[src/rtl/song_memory_reader.sv]
// song_memory_reader: plays back note entries stored in the song RAM as timed
// note/octave codes for the buzzer, with a one-hot LED view of the note.
// Each entry is {octave[9:8], note[7:4], dur[3:0]}; dur==0 marks end of song.
// Optional build macro: PLAYER_PAUSE_EN enables the pause/freeze behaviour.
// The FSM state is held in the internal signal `state` for checker binding.
//
// Handshake: start is a one-cycle request honoured only in IDLE (and not
// together with stop); busy rises on the following cycle and stays high until
// playback leaves for DONE/IDLE. stop is a level that aborts from any non-IDLE
// state on the next edge. done is a one-cycle pulse on normal completion only.
module song_memory_reader #(
  parameter int ADDR_W     = 6,
  parameter int TICK_DIV   = 12_500_000,
  parameter int GAP_CYCLES = 1_000_000
) (
  input  logic              clk,
  input  logic              sys_rst_n,
  input  logic              start,
  input  logic              stop,
  input  logic              pause,
  input  logic [1:0]        speed_select,
  input  logic [ADDR_W-1:0] song_len,
  output logic [ADDR_W-1:0] rd_addr,
  input  logic [9:0]        rd_data,
  output logic [3:0]        note_out,
  output logic [1:0]        octave_out,
  output logic [6:0]        led_out,
  output logic              busy,
  output logic              done
);

  // Unit counter must hold the slow-speed unit (TICK_DIV*2) without overflow.
  localparam int UNIT_W = $clog2(TICK_DIV * 2 + 1);
  localparam int GAP_W  = (GAP_CYCLES > 1) ? $clog2(GAP_CYCLES + 1) : 1;

  typedef enum logic [2:0] {
    IDLE  = 3'd0,
    FETCH = 3'd1,
    WAIT  = 3'd2,
    LOAD  = 3'd3,
    PLAY  = 3'd4,
    GAP   = 3'd5,
    DONE  = 3'd6
  } state_t;

  state_t            state;
  logic [3:0]        cur_note;
  logic [3:0]        dur_left;
  logic [UNIT_W-1:0] unit_cnt;
  logic [UNIT_W-1:0] unit_len;
  logic [GAP_W-1:0]  gap_cnt;
  logic [ADDR_W-1:0] next_addr;
  logic              run;
  logic [3:0]        ld_note;

  // Cycles per duration unit for the selected playback speed.
  function automatic logic [UNIT_W-1:0] unit_for(input logic [1:0] sel);
    case (sel)
      2'b01:   unit_for = UNIT_W'(TICK_DIV / 2);
      2'b10:   unit_for = UNIT_W'(TICK_DIV * 2);
      default: unit_for = UNIT_W'(TICK_DIV);
    endcase
  endfunction

  // Note codes outside do..si are played as rests.
  function automatic logic [3:0] note_eff(input logic [3:0] n);
    note_eff = (n >= 4'd1 && n <= 4'd7) ? n : 4'd0;
  endfunction

  // One-hot LED pattern, bit n-1 for note n.
  function automatic logic [6:0] note_led(input logic [3:0] n);
    case (n)
      4'd1:    note_led = 7'b0000001;
      4'd2:    note_led = 7'b0000010;
      4'd3:    note_led = 7'b0000100;
      4'd4:    note_led = 7'b0001000;
      4'd5:    note_led = 7'b0010000;
      4'd6:    note_led = 7'b0100000;
      4'd7:    note_led = 7'b1000000;
      default: note_led = 7'b0000000;
    endcase
  endfunction

  assign next_addr = rd_addr + ADDR_W'(1);
  assign ld_note   = note_eff(rd_data[7:4]);

`ifdef PLAYER_PAUSE_EN
  // Pause freezes PLAY/GAP counting; FETCH/WAIT/LOAD never look at it.
  assign run = ~pause;
`else
  // Pause port is accepted but has no effect in this build.
  logic unused_pause;
  assign unused_pause = pause;
  assign run          = 1'b1;
`endif

  // Playback FSM with registered outputs.
  always_ff @(posedge clk or negedge sys_rst_n) begin
    if (!sys_rst_n) begin
      state      <= IDLE;
      rd_addr    <= '0;
      note_out   <= '0;
      octave_out <= '0;
      led_out    <= '0;
      busy       <= 1'b0;
      done       <= 1'b0;
      cur_note   <= '0;
      dur_left   <= '0;
      unit_cnt   <= '0;
      unit_len   <= '0;
      gap_cnt    <= '0;
    end else begin
      done <= 1'b0;
      if (stop && state != IDLE) begin
        // Abort: silent, not busy, and no done pulse.
        state      <= IDLE;
        busy       <= 1'b0;
        note_out   <= '0;
        led_out    <= '0;
        octave_out <= '0;
      end else begin
        case (state)
          IDLE: begin
            if (start && !stop) begin
              rd_addr <= '0;
              if (song_len == '0) begin
                state <= DONE;
                busy  <= 1'b0;
              end else begin
                state <= FETCH;
                busy  <= 1'b1;
              end
            end
          end
          FETCH: state <= WAIT;
          WAIT:  state <= LOAD;
          LOAD: begin
            if (rd_data[3:0] == 4'd0) begin
              // End marker: finish without playing anything.
              state      <= DONE;
              busy       <= 1'b0;
              note_out   <= '0;
              led_out    <= '0;
              octave_out <= '0;
            end else begin
              state      <= PLAY;
              cur_note   <= ld_note;
              note_out   <= ld_note;
              led_out    <= note_led(ld_note);
              octave_out <= rd_data[9:8];
              dur_left   <= rd_data[3:0];
              unit_cnt   <= '0;
              unit_len   <= unit_for(speed_select);
            end
          end
          PLAY: begin
            if (run) begin
              note_out <= cur_note;
              led_out  <= note_led(cur_note);
              if (unit_cnt == unit_len - UNIT_W'(1)) begin
                unit_cnt <= '0;
                if (dur_left == 4'd1) begin
                  state    <= GAP;
                  gap_cnt  <= '0;
                  note_out <= '0;
                  led_out  <= '0;
                end else begin
                  dur_left <= dur_left - 4'd1;
                  unit_len <= unit_for(speed_select);
                end
              end else begin
                unit_cnt <= unit_cnt + UNIT_W'(1);
              end
            end else begin
              note_out <= '0;
              led_out  <= '0;
            end
          end
          GAP: begin
            if (run) begin
              if (gap_cnt == GAP_W'(GAP_CYCLES - 1)) begin
                rd_addr <= next_addr;
                if (next_addr == song_len) begin
                  state      <= DONE;
                  busy       <= 1'b0;
                  octave_out <= '0;
                end else begin
                  state <= FETCH;
                end
              end else begin
                gap_cnt <= gap_cnt + GAP_W'(1);
              end
            end
          end
          DONE: begin
            done  <= 1'b1;
            state <= IDLE;
          end
          default: state <= IDLE;
        endcase
      end
    end
  end

endmodule

[config.mk]
export PLATFORM = sky130hd
export DESIGN_NAME = song_memory_reader
export DESIGN_NICKNAME = d
export VERILOG_FILES = /design/src/rtl/song_memory_reader.sv
export SDC_FILE = /design/constraint.sdc
export NUM_CORES = 1
export LEC_CHECK = 0
export ABC_CLOCK_PERIOD_IN_PS = 3200
export BUFFER_PORTS_ARGS = -buffer_cell sky130_fd_sc_hd__buf_4
export CAP_MARGIN = 25
export CORE_MARGIN = 8
export CORE_UTILIZATION = 30
export CTS_CLUSTER_DIAMETER = 60
export DETAILED_ROUTE_END_ITERATION = 10
export GPL_TIMING_DRIVEN = 0
export HOLD_SLACK_MARGIN = 0.12
export SLEW_MARGIN = 20
export SYNTH_ARGS = -nofsm -noshare
export SYNTH_HDL_FRONTEND = slang
export SYNTH_SLANG_ARGS = --single-unit
export TNS_END_PERCENT = 10
[constraint.sdc]
create_clock -name clk -period 3.2 [get_ports clk]
set_input_delay 0.64 -clock clk [delete_from_list [all_inputs] [get_ports clk]]
set_output_delay 0.64 -clock clk [all_outputs]
set_load 0.01 [all_outputs]
==> results of run 1 <==
==> worst max-delay path: cells and delay by family (launching register included) <==
family,cells,cell delay (ns)
DFF,1,0.46
AOI/OAI and AO/OA,6,1.32
adders and majority gates,2,0.50
and+or+nand+nor,1,0.32
buffers and inverters,2,0.27
==> sequential cells by signal (all words and copies together), names as in the netlist <==
name,flops
rd_addr,6
unit_len,7
note_out,4
octave_out,2
unit_cnt,25
led_out,7
dur_left,4
state,3
cur_note,4
gap_cnt,20
done,1
busy,1
==> worst paths after layout <==
kind	start	endpoint	cells past startpoint
worst max register to register	unit_len[23]$_DFFE_PN0P_	note_out[2]$_DFFE_PN0P_	11
worst max-delay path	unit_len[23]$_DFFE_PN0P_	note_out[2]$_DFFE_PN0P_	11
worst min register to register	gap_cnt[19]$_DFFE_PN0P_	gap_cnt[19]$_DFFE_PN0P_	1
worst min-delay path	sys_rst_n	unit_len[21]$_DFFE_PN0P_	1
min in group clk	gap_cnt[19]$_DFFE_PN0P_	gap_cnt[19]$_DFFE_PN0P_	1
max in group asynchronous	sys_rst_n	unit_cnt[24]$_DFFE_PN0P_	1
==> metrics by stage <==
step	total power [mW]	cells
finish	3.93	859
global placement	2.83	843
global route	4.17	859
floorplan	2.44	577
CTS	3.95	859
detailed placement	2.84	843
==> cells in the mapped netlist, drive strengths merged (6+ instances only) <==
master  instances
a21oi          28
a31oi          13
a41oi           6
and2           10
and3           15
buf            13
clkbuf         17
dfrtp          84
ha             11
inv            18
mux2i           9
nand2          54
nand3          13
nand4          18
nor2           57
nor2b           8
nor3           16
nor4            7
o21a           11
o21ai          30
xnor2          19
xor2           26
==> power breakdown <==
group	internal, mW	switching (mW)	total, mW
Combinational	0.612	0.835	1.45
Clock	0.649	0.451	1.10
Sequential	1.23	0.149	1.38
Total	2.49	1.44	3.93
==> cell type report <==
cell class	count	area [sq um]	share of cell area, %
plain buffers	30	160	2.58
repair buffers	41	312	5.01
inverters	18	67.6	1.09
clock buffers	11	253	4.07
clock inverters	5	60.1	0.966
well taps	225	282	4.53
flip-flops and latches	84	2100	33.8
multi-input cells	445	2980	48.0
==> routing by layer <==
| layer | up-vias | routed length (um) | track usage, % |
|---|---|---|---|
| li1 | 2214 | - | - |
| met1 | 2201 | 6730 | 17.7 |
| met2 | 115 | 6060 | 18.8 |
| met3 | 12 | 620 | 2.67 |
| met4 | 0 | 156 | 3.58 |
| met5 | - | 0 | 0 |
==> repair_timing <==
| action | CTS | global route |
|---|---|---|
| resized for setup | 0 | 1 |
| setup endpoints to repair | 0 | 5 |
| hold buffers | 0 | 0 |
==> logic make-up (layout without fill, tap and decap cells) <==
| family | count (synthesis) | after routing |
|---|---|---|
| adders and majority gates | 11 | 11 |
| xor gates and xnor gates | 45 | 45 |
| AOI/OAI and AO/OA | 137 | 137 |
| muxes | 13 | 13 |
| and+or+nand+nor | 239 | 239 |
| DFF | 84 | 84 |
| buffers and inverters | 48 | 105 |
==> results.md, run 1 <==
* Synthesized area at 0.00531 sq mm
* Die Wd at 149 um
* Total inserted antenna cells at 0
* DR pass1 iterations at 5
* Cells after synthesis at 577
* CTS Sinks at 84
* Worst EP arrival at 3.22 ns
* RSZ-0062 raised after global routing: no
* Async set-reset flop share out of synthesis at 100%
* Setup CP Type: reg2reg
* Skew final at 0.00785 ns
* Startpoint types: flip-flop
* Crit Path Max Fanout at 10
* Die Ht at 149 um
* EDFF count, synth at 0
* Syn Nets at 611
* Yosys warning total at 0
* Dpl hpwl at 9760 um
* Yosys cell types at 83
* F_max at 0.334 GHz
* Final Instance Area at 0.00622 sq mm
* Routed vias at 4542
* Area grow syn2layout at 17.1%
* Slew Limit Fails at 0
* Max-cap violations at 0
* Final period util at 93.5%
* Leading post-synthesis cells by cell area: dfrtp_1 (40%), xor2_1 (4.1%), nor2_1 (4.0%), nand2_1 (3.8%), xnor2_1 (3.0%)
* GRT Total Usage at 12.5%
* Leak at 2.73 nW
* Hold Slack at 0.339 ns
* Initial antenna violation count at 0
* RD Place Congestion at 0.821
* Critical Path Sink Type: flip-flop
* Final worst setup slack at 0.207 ns
* Share of layout cells above drive strength 1 at 15.3%
* Most common cell after layout, fill and taps aside: dfrtp_1
* Die area at 0.0222 sq mm
* Commonest non-fill, non-tap cells in the layout: dfrtp_1 (84), nor2_1 (56), nand2_1 (54)
* R2r setup slk at 0.21 ns
* Initial core utilization at 30.7%
* Post-synthesis mux area share at 2.83%
* Largest net degree at the start of global routing at 85
* Via/cell ratio at 5.29
* DP Area at 0.00590 sq mm
* Layout net count at 663
* Final routed DRC violation total at 0
* Sequential area share after synthesis at 39.6%
* Max Root-Sink Buffers at 2
* Slowest stage delay, CP at 0.46 ns
* 1st-iter DRT viols at 336
* Pwr Density at 632 mW/mm^2
* Clk Latency, worst-skew pair at 0.35 ns
* Setup violators final at 0
* Post-Synth Adder-Cell Area at 2.59%
* Final critical-path required period at 2.99 ns
* Largest family of logic cells by synthesized area: simple AND/OR/NAND/NOR gates
* First-pass GRT wire length at 22600 um
* Clock root buffer: clkbuf_16
* Remaining Overflow, GRT at 0
* Post-synth top area share at 39.6%
* Fillers at 1801
* Compound-cell area share of the yosys netlist at 18.0%
* IO Port Bufs at 41
* XOR/XNOR Fraction of Synth Area at 7.71%
* Rel. slew slack at 38.5%
* CTS tree: done
* Io pins at 44
* Largest area contributor in the netlist: dfrtp_1
* Drt wl/cell at 15.8 um
* Outcome: completed
* Hold Crit Class: in2async
* #FFs+latches synth at 84
* Critical Path RT at 3.43 ns
* Setup TNS at 0 ns
* CTS buffer count at 9
* CP Cell Sequence: buf_4 -> inv_1 -> ha_1 -> ha_1 -> o21bai_1 -> a21bo_2 -> o31ai_1 -> a22o_1 -> and4bb_4 -> a21boi_2 -> a221o_1
* Syn_area_per_cell at 9.20 sq um
* CP most frequent cell: ha_1
* Core Util, Final at 35.9%
* CTS clock-pin slew for the worst setup and hold paths at 0.06 ns
* Simple-Gate Fraction of Synth Area at 25.0%
* Hold Vio Cnt, Final at 0
* Detail Route Antenna Nets at 0
* Worst-path cell with the longest stage delay: dfrtp_1
* Site Rows at 48
* Slew at the pin closest to its max-slew limit at 0.920 ns
* CORE AREA at 0.0173 sq mm
* Synth Flop Type: dfrtp_1
* Routed WL at 13600 um
* Post CTS Setup Buffer Count at 0
* H-tree Lvls at 3
* Max VDD drop at 0.305 mV
* DP Worst Slack at 0.230 ns
* Vias in the first global route at 4312
Note: power is estimated with default switching activity, not from simulation.
==> run 2: changes to the inputs <==
CORE_UTILIZATION = 61   (was 30)
PLACE_DENSITY = 0.81   (was not set)
==> results.md, run 2 (synthesis gave the netlist of run 1 again) <==
* Routed vias at 4615 (was 4542)
* RR Endpoint: note_out[2]$_DFFE_PN0P_ (unchanged)
* Flip-flop and latch area at 0.00210 sq mm (unchanged)
* Final critical-path required period at 3.00 ns (was 2.99 ns)
* 1st-iter DRT viols at 260 (was 336)
* Initial antenna violation count at 0 (unchanged)
* Slew Limit Fails at 0 (unchanged)
* Vias in the first global route at 4630 (was 4312)
* CTS clock-pin slew for the worst setup and hold paths at 0.09 ns (was 0.06 ns)
* Met2 GRT Util at 38.6% (was 18.8%)
* Setup TNS at 0 ns (unchanged)
* Clk Latency, worst-skew pair at 0.36 ns (was 0.35 ns)
* Dpl hpwl at 9220 um (was 9760 um)
* Hold Crit Class: in2async (unchanged)
* Most common cell after layout, fill and taps aside: dfrtp_1 (unchanged)
* Area grow syn2layout at 11.8% (was 17.1%)
* Die Wd at 109 um (was 149 um)
* CTS tree: done (unchanged)
* DR pass1 iterations at 5 (unchanged)
* R2r setup slk at 0.20 ns (was 0.21 ns)
* Io pins at 44 (unchanged)
* Leak at 2.66 nW (was 2.73 nW)
* Hold Vio Cnt, Final at 0 (unchanged)
* Initial core utilization at 61.8% (was 30.7%)
* Die area at 0.0119 sq mm (was 0.0222 sq mm)
* Top Registers: unit_cnt x25, gap_cnt x20 (unchanged)
* Multi-input gate area at 0.00298 sq mm (about the same)
* Max-cap violations at 0 (unchanged)
* Via/cell ratio at 6.22 (was 5.29)
* F_max at 0.333 GHz (was 0.334 GHz)
* Skew final at 0.0149 ns (was 0.00785 ns)
* Final routed DRC violation total at 0 (unchanged)
* Critical Path RT at 3.45 ns (was 3.43 ns)
* Clock root buffer: clkbuf_8 (was clkbuf_16)
* Top reg by flops: unit_cnt (unchanged)
* Post CTS Setup Buffer Count at 0 (unchanged)
* Hold Slack at 0.297 ns (was 0.339 ns)
* DP Worst Slack at 0.262 ns (was 0.230 ns)
* RR Startpoint: unit_len[23]$_DFFE_PN0P_ (unchanged)
* R2R depth at 11 (unchanged)
* Max FFs per register at 25 (unchanged)
* Startpoint types: flip-flop (unchanged)
* Site Rows at 34 (was 48)
* # placed instances at 726 (was 843)
* Share of layout cells above drive strength 1 at 15.1% (was 15.3%)
* RSZ-0062 raised after global routing: no (unchanged)
* Max VDD drop at 0.393 mV (was 0.305 mV)
* Routed WL at 12700 um (was 13600 um)
* Largest net degree at the start of global routing at 85 (unchanged)
* RD Place Congestion at 0.901 (was 0.821)
* First-pass GRT wire length at 21400 um (was 22600 um)
* Drt wl/cell at 17.1 um (was 15.8 um)
* Max Root-Sink Buffers at 2 (unchanged)
* Crit Path Max Fanout at 10 (unchanged)
* Met1 Use GR at 26.2% (was 17.7%)
* H-tree Lvls at 3 (unchanged)
* Final period util at 93.7% (was 93.5%)
* Final Instance Count excl. Fillers at 742 (was 859)
* Detail Route Antenna Nets at 0 (unchanged)
* Resize count post-CTS at 0 (unchanged)
* Remaining Overflow, GRT at 0 (unchanged)
* Setup violators final at 0 (unchanged)
* CORE AREA at 0.00859 sq mm (was 0.0173 sq mm)
* Layout net count at 663 (unchanged)
* Critical Path Sink Type: flip-flop (unchanged)
* Top Usage Layer GRT: met2 (unchanged)
* Routing usage on met3 at 5.10% (was 2.67%)
* Rel. slew slack at 46.7% (was 38.5%)
* CTS Sinks at 84 (unchanged)
* Final worst setup slack at 0.201 ns (was 0.207 ns)
* Total inserted antenna cells at 0 (unchanged)
* Die Ht at 109 um (was 149 um)
* Worst EP arrival at 3.25 ns (was 3.22 ns)
* Commonest non-fill, non-tap cells in the layout: dfrtp_1 (84), nor2_1 (57), nand2_1 (54) (was dfrtp_1 (84), nor2_1 (56), nand2_1 (54))
* Pwr Density at 597 mW/mm^2 (was 632 mW/mm^2)
* Number of hold buffers added after CTS at 0 (unchanged)
* Setup CP Type: reg2reg (unchanged)
* GRT Total Usage at 22.1% (was 12.5%)
* IO Port Bufs at 41 (unchanged)
* Overall power at 3.54 mW (was 3.93 mW)
* Outcome: completed (unchanged)
* Fillers at 656 (was 1801)
* Slew at the pin closest to its max-slew limit at 0.797 ns (was 0.920 ns)
* CTS buffer count at 9 (unchanged)
[run 2: critical path, cell delays in order (launching register included)]
cell,delay [ns]
dfrtp_1,0.46
buf_4,0.22
inv_1,0.06
ha_1,0.23
ha_1,0.27
o21bai_1,0.19
a21bo_2,0.21
o31ai_1,0.07
a22o_1,0.33
and4bb_4,0.32
a21boi_2,0.13
a221o_1,0.38
[run 2: cell type report]
type / count / area share, %
multi-input cells: 445 / 50.2
flip-flops and latches: 84 / 35.4
repair buffers: 41 / 5.25
plain buffers: 30 / 2.70
well taps: 108 / 2.28
clock buffers: 9 / 2.09
inverters: 18 / 1.14
clock inverters: 7 / 0.969
[run 2: metrics by stage]
stage               utilization (%)  cell area (sq um)
floorplan                         -               5310
global placement               66.9               5750
detailed placement             66.9               5750
CTS                            69.0               5930
global route                   69.1               5940
finish                         69.1               5940
[run 2: how the worst max path moves through the flow]
stage | startpoint | to | slack, ns
final | unit_len[23]$_DFFE_PN0P_ | note_out[2]$_DFFE_PN0P_ | 0.20
after global routing | unit_len[23]$_DFFE_PN0P_ | led_out[3]$_DFFE_PN0P_ | 0.08
after CTS | unit_len[23]$_DFFE_PN0P_ | note_out[2]$_DFFE_PN0P_ | 0.22
after detailed placement | unit_len[23]$_DFFE_PN0P_ | note_out[2]$_DFFE_PN0P_ | 0.26
after global placement | unit_len[23]$_DFFE_PN0P_ | note_out[2]$_DFFE_PN0P_ | 0.32
after floorplan | unit_len[23]$_DFFE_PN0P_ | dur_left[1]$_DFFE_PN0P_ | 0.56
[run 2: metal layers]
metal / routed length [um] / part of all wire, %
met5: 0 / 0
met4: 235 / 1.9
met3: 662 / 5.2
met2: 6500 / 51
met1: 5290 / 42
[run 2: report_power, final]
| part | total, mW | internal [mW] | switching (mW) | leakage, nW |
|---|---|---|---|---|
| sequential | 1.39 | 1.23 | 0.156 | 1.12 |
| clock | 0.711 | 0.292 | 0.418 | 0.0881 |
| combinational | 1.45 | 0.611 | 0.834 | 1.45 |
| total | 3.54 | 2.13 | 1.41 | 2.66 |
==> run 3: changes to the inputs <==
ABC_AREA = 0   (was not set)
CORE_ASPECT_RATIO = 2   (was not set)
==> results.md, run 3 (synthesis gave the netlist of run 1 again) <==
* 1st-iter DRT viols at 233 (was 260)
* Rel. slew slack at 39.8% (was 46.7%)
* Comb pwr share at 37.9% (was 40.8%)
* CTS clock-pin slew for the worst setup and hold paths at 0.06 ns (was 0.09 ns)
* Final routed DRC violation total at 1 (was 0)
* Clock root buffer: clkbuf_16 (was clkbuf_8)
* RSZ-0062 raised after global routing: no (unchanged)
* Max VDD drop at 0.582 mV (was 0.393 mV)
* Critical path buffers and inverters at 3 (was 2)
* Outcome: finished, violations left (was completed)
* Critical Path RT at 3.42 ns (was 3.45 ns)
* Reg power frac at 36.0% (was 39.1%)
* Worst-path cell with the longest stage delay: dfrtp_1 (unchanged)
* Routing usage on met3 at 4.38% (was 5.10%)
* Via/cell ratio at 6.36 (was 6.22)
* Die Wd at 82.0 um (was 109 um)
* Largest net degree at the start of global routing at 85 (unchanged)
* Startpoint types: flip-flop (unchanged)
* Setup TNS at 0 ns (unchanged)
* Setup violators final at 0 (unchanged)
* Die area at 0.0121 sq mm (was 0.0119 sq mm)
* Met2 GRT Util at 43.3% (was 38.6%)
* Critical Path Sink Type: flip-flop (unchanged)
* Total inserted antenna cells at 0 (unchanged)
* CORE AREA at 0.00853 sq mm (was 0.00859 sq mm)
* Switch Pwr at 1.42 mW (was 1.41 mW)
* First-pass GRT wire length at 22700 um (was 21400 um)
* Crit Path Max Fanout at 10 (unchanged)
* Max Root-Sink Buffers at 2 (unchanged)
* Drt wl/cell at 18.7 um (was 17.1 um)
* Met1 Use GR at 23.1% (was 26.2%)
* Top reg by flops: unit_cnt (unchanged)
* Commonest non-fill, non-tap cells in the layout: dfrtp_1 (84), nor2_1 (57), nand2_1 (54) (unchanged)
* Routed WL at 13700 um (was 12700 um)
* Share of layout cells above drive strength 1 at 14.7% (was 15.1%)
* Top Usage Layer GRT: met2 (unchanged)
* R2R depth at 11 (unchanged)
* Vias in the first global route at 4803 (was 4630)
* Detail Route Antenna Nets at 0 (unchanged)
* GRT Total Usage at 23.8% (was 22.1%)
* Dpl hpwl at 10200 um (was 9220 um)
* Fillers at 673 (was 656)
* RD Place Congestion at 0.889 (was 0.901)
* Most common cell after layout, fill and taps aside: dfrtp_1 (unchanged)
* Post CTS Setup Buffer Count at 0 (unchanged)
* Overall power at 3.87 mW (was 3.54 mW)
* Skew final at 0.00714 ns (was 0.0149 ns)
* Initial core utilization at 62.3% (was 61.8%)
* Clock group share of total power at 26.1% (was 20.1%)
* Die Ht at 148 um (was 109 um)
* P_int at 2.45 mW (was 2.13 mW)
* Slew at the pin closest to its max-slew limit at 0.901 ns (was 0.797 ns)
* Top Registers: unit_cnt x25, gap_cnt x20 (unchanged)
* Clk Latency, worst-skew pair at 0.34 ns (was 0.36 ns)
* H-tree Lvls at 3 (unchanged)
* CTS buffer count at 9 (unchanged)
* Worst EP arrival at 3.21 ns (was 3.25 ns)
* Final period util at 93.2% (was 93.7%)
* IO Port Bufs at 41 (unchanged)
* Initial antenna violation count at 0 (unchanged)
* Slew Limit Fails at 0 (unchanged)
* Hold Vio Cnt, Final at 0 (unchanged)
* RR Startpoint: unit_len[23]$_DFFE_PN0P_ (unchanged)
* R2r setup slk at 0.22 ns (was 0.20 ns)
* RR Endpoint: unit_len[23]$_DFFE_PN0P_ (was note_out[2]$_DFFE_PN0P_)
* Setup CP Type: reg2reg (unchanged)
* DR pass1 iterations at 7 (was 5)
* Area grow syn2layout at 13.6% (was 11.8%)
* Io pins at 44 (unchanged)
* Pwr Density at 641 mW/mm^2 (was 597 mW/mm^2)
* Switching Share at 36.7% (was 39.7%)
* Hold Crit Class: in2async (unchanged)
* Number of hold buffers added after CTS at 0 (unchanged)
* Max-cap violations at 0 (unchanged)
* Site Rows at 48 (was 34)
* Critical path's top delay family: compound AO/OA/AOI/OAI gates (unchanged)
* Routed vias at 4659 (was 4615)
* CP Cell Sequence: buf_4 -> inv_1 -> ha_1 -> nor2b_4 -> a311o_1 -> a211oi_1 -> and4_4 -> nand4_1 -> o21a_1 -> buf_6 -> mux2_4 (was buf_4 -> inv_1 -> ha_1 -> ha_1 -> o21bai_1 -> a21bo_2 -> o31ai_1 -> a22o_1 -> and4bb_4 -> a21boi_2 -> a221o_1)
* Final critical-path required period at 2.98 ns (was 3.00 ns)
* CTS tree: done (unchanged)
* Resize count post-CTS at 0 (unchanged)
* Slowest stage delay, CP at 0.44 ns (was 0.46 ns)
* Violated checks: DRC
* F_max at 0.335 GHz (was 0.333 GHz)
* Remaining Overflow, GRT at 0 (unchanged)
* CTS Sinks at 84 (unchanged)
* Leak at 2.71 nW (was 2.66 nW)
* Layout net count at 663 (unchanged)
* Max FFs per register at 25 (unchanged)
[run 3: per-layer routing]
metal / vias up / part of all wire [%]
met5: - / 0
met4: 0 / 4.9
met3: 50 / 3.8
met2: 138 / 57
met1: 2267 / 35
li1: 2204 / -
[run 3: per-stage QoR]
step	setup slack [ns]	instance area, sq um	instances	util [%]	hold WS [ns]
floorplan	0.558	5310	577	-	0.344
global placement	0.294	5740	718	67.3	0.453
detailed placement	0.254	5740	718	67.3	0.463
CTS	0.245	6030	733	70.7	0.478
global route	0.0172	6030	733	70.7	0.411
finish	0.219	6030	733	70.7	0.351
[run 3: power groups by stage]
stage	clock (mW)	sequential [mW]	combinational, mW
after floorplan	0	1.38	1.06
after global placement	0	1.39	1.39
after detailed placement	0	1.40	1.44
after CTS	1.02	1.39	1.45
after global routing	1.06	1.41	1.60
final	1.01	1.39	1.47
[run 3: worst max-delay path by stage]
stage,start,end,slack [ns],cells after the start
2_1_floorplan,unit_len[23]$_DFFE_PN0P_,dur_left[1]$_DFFE_PN0P_,0.56,11
3_3_place_gp,unit_len[23]$_DFFE_PN0P_,note_out[2]$_DFFE_PN0P_,0.29,11
3_5_place_dp,unit_len[23]$_DFFE_PN0P_,unit_len[23]$_DFFE_PN0P_,0.25,12
4_1_cts,unit_len[23]$_DFFE_PN0P_,unit_len[23]$_DFFE_PN0P_,0.25,12
5_1_grt,unit_len[23]$_DFFE_PN0P_,led_out[4]$_DFFE_PN0P_,0.02,11
6_report,unit_len[23]$_DFFE_PN0P_,unit_len[23]$_DFFE_PN0P_,0.22,11
[run 3: cell type report]
type	count	area [sq um]	share of cell area (%)
multi-input combinational	445	2980	49.4
sequential	84	2100	34.9
timing repair buffer	41	312	5.17
clock buffer	11	233	3.86
buffer	30	160	2.66
tap	100	125	2.08
inverter	18	67.6	1.12
clock inverter	4	51.3	0.851
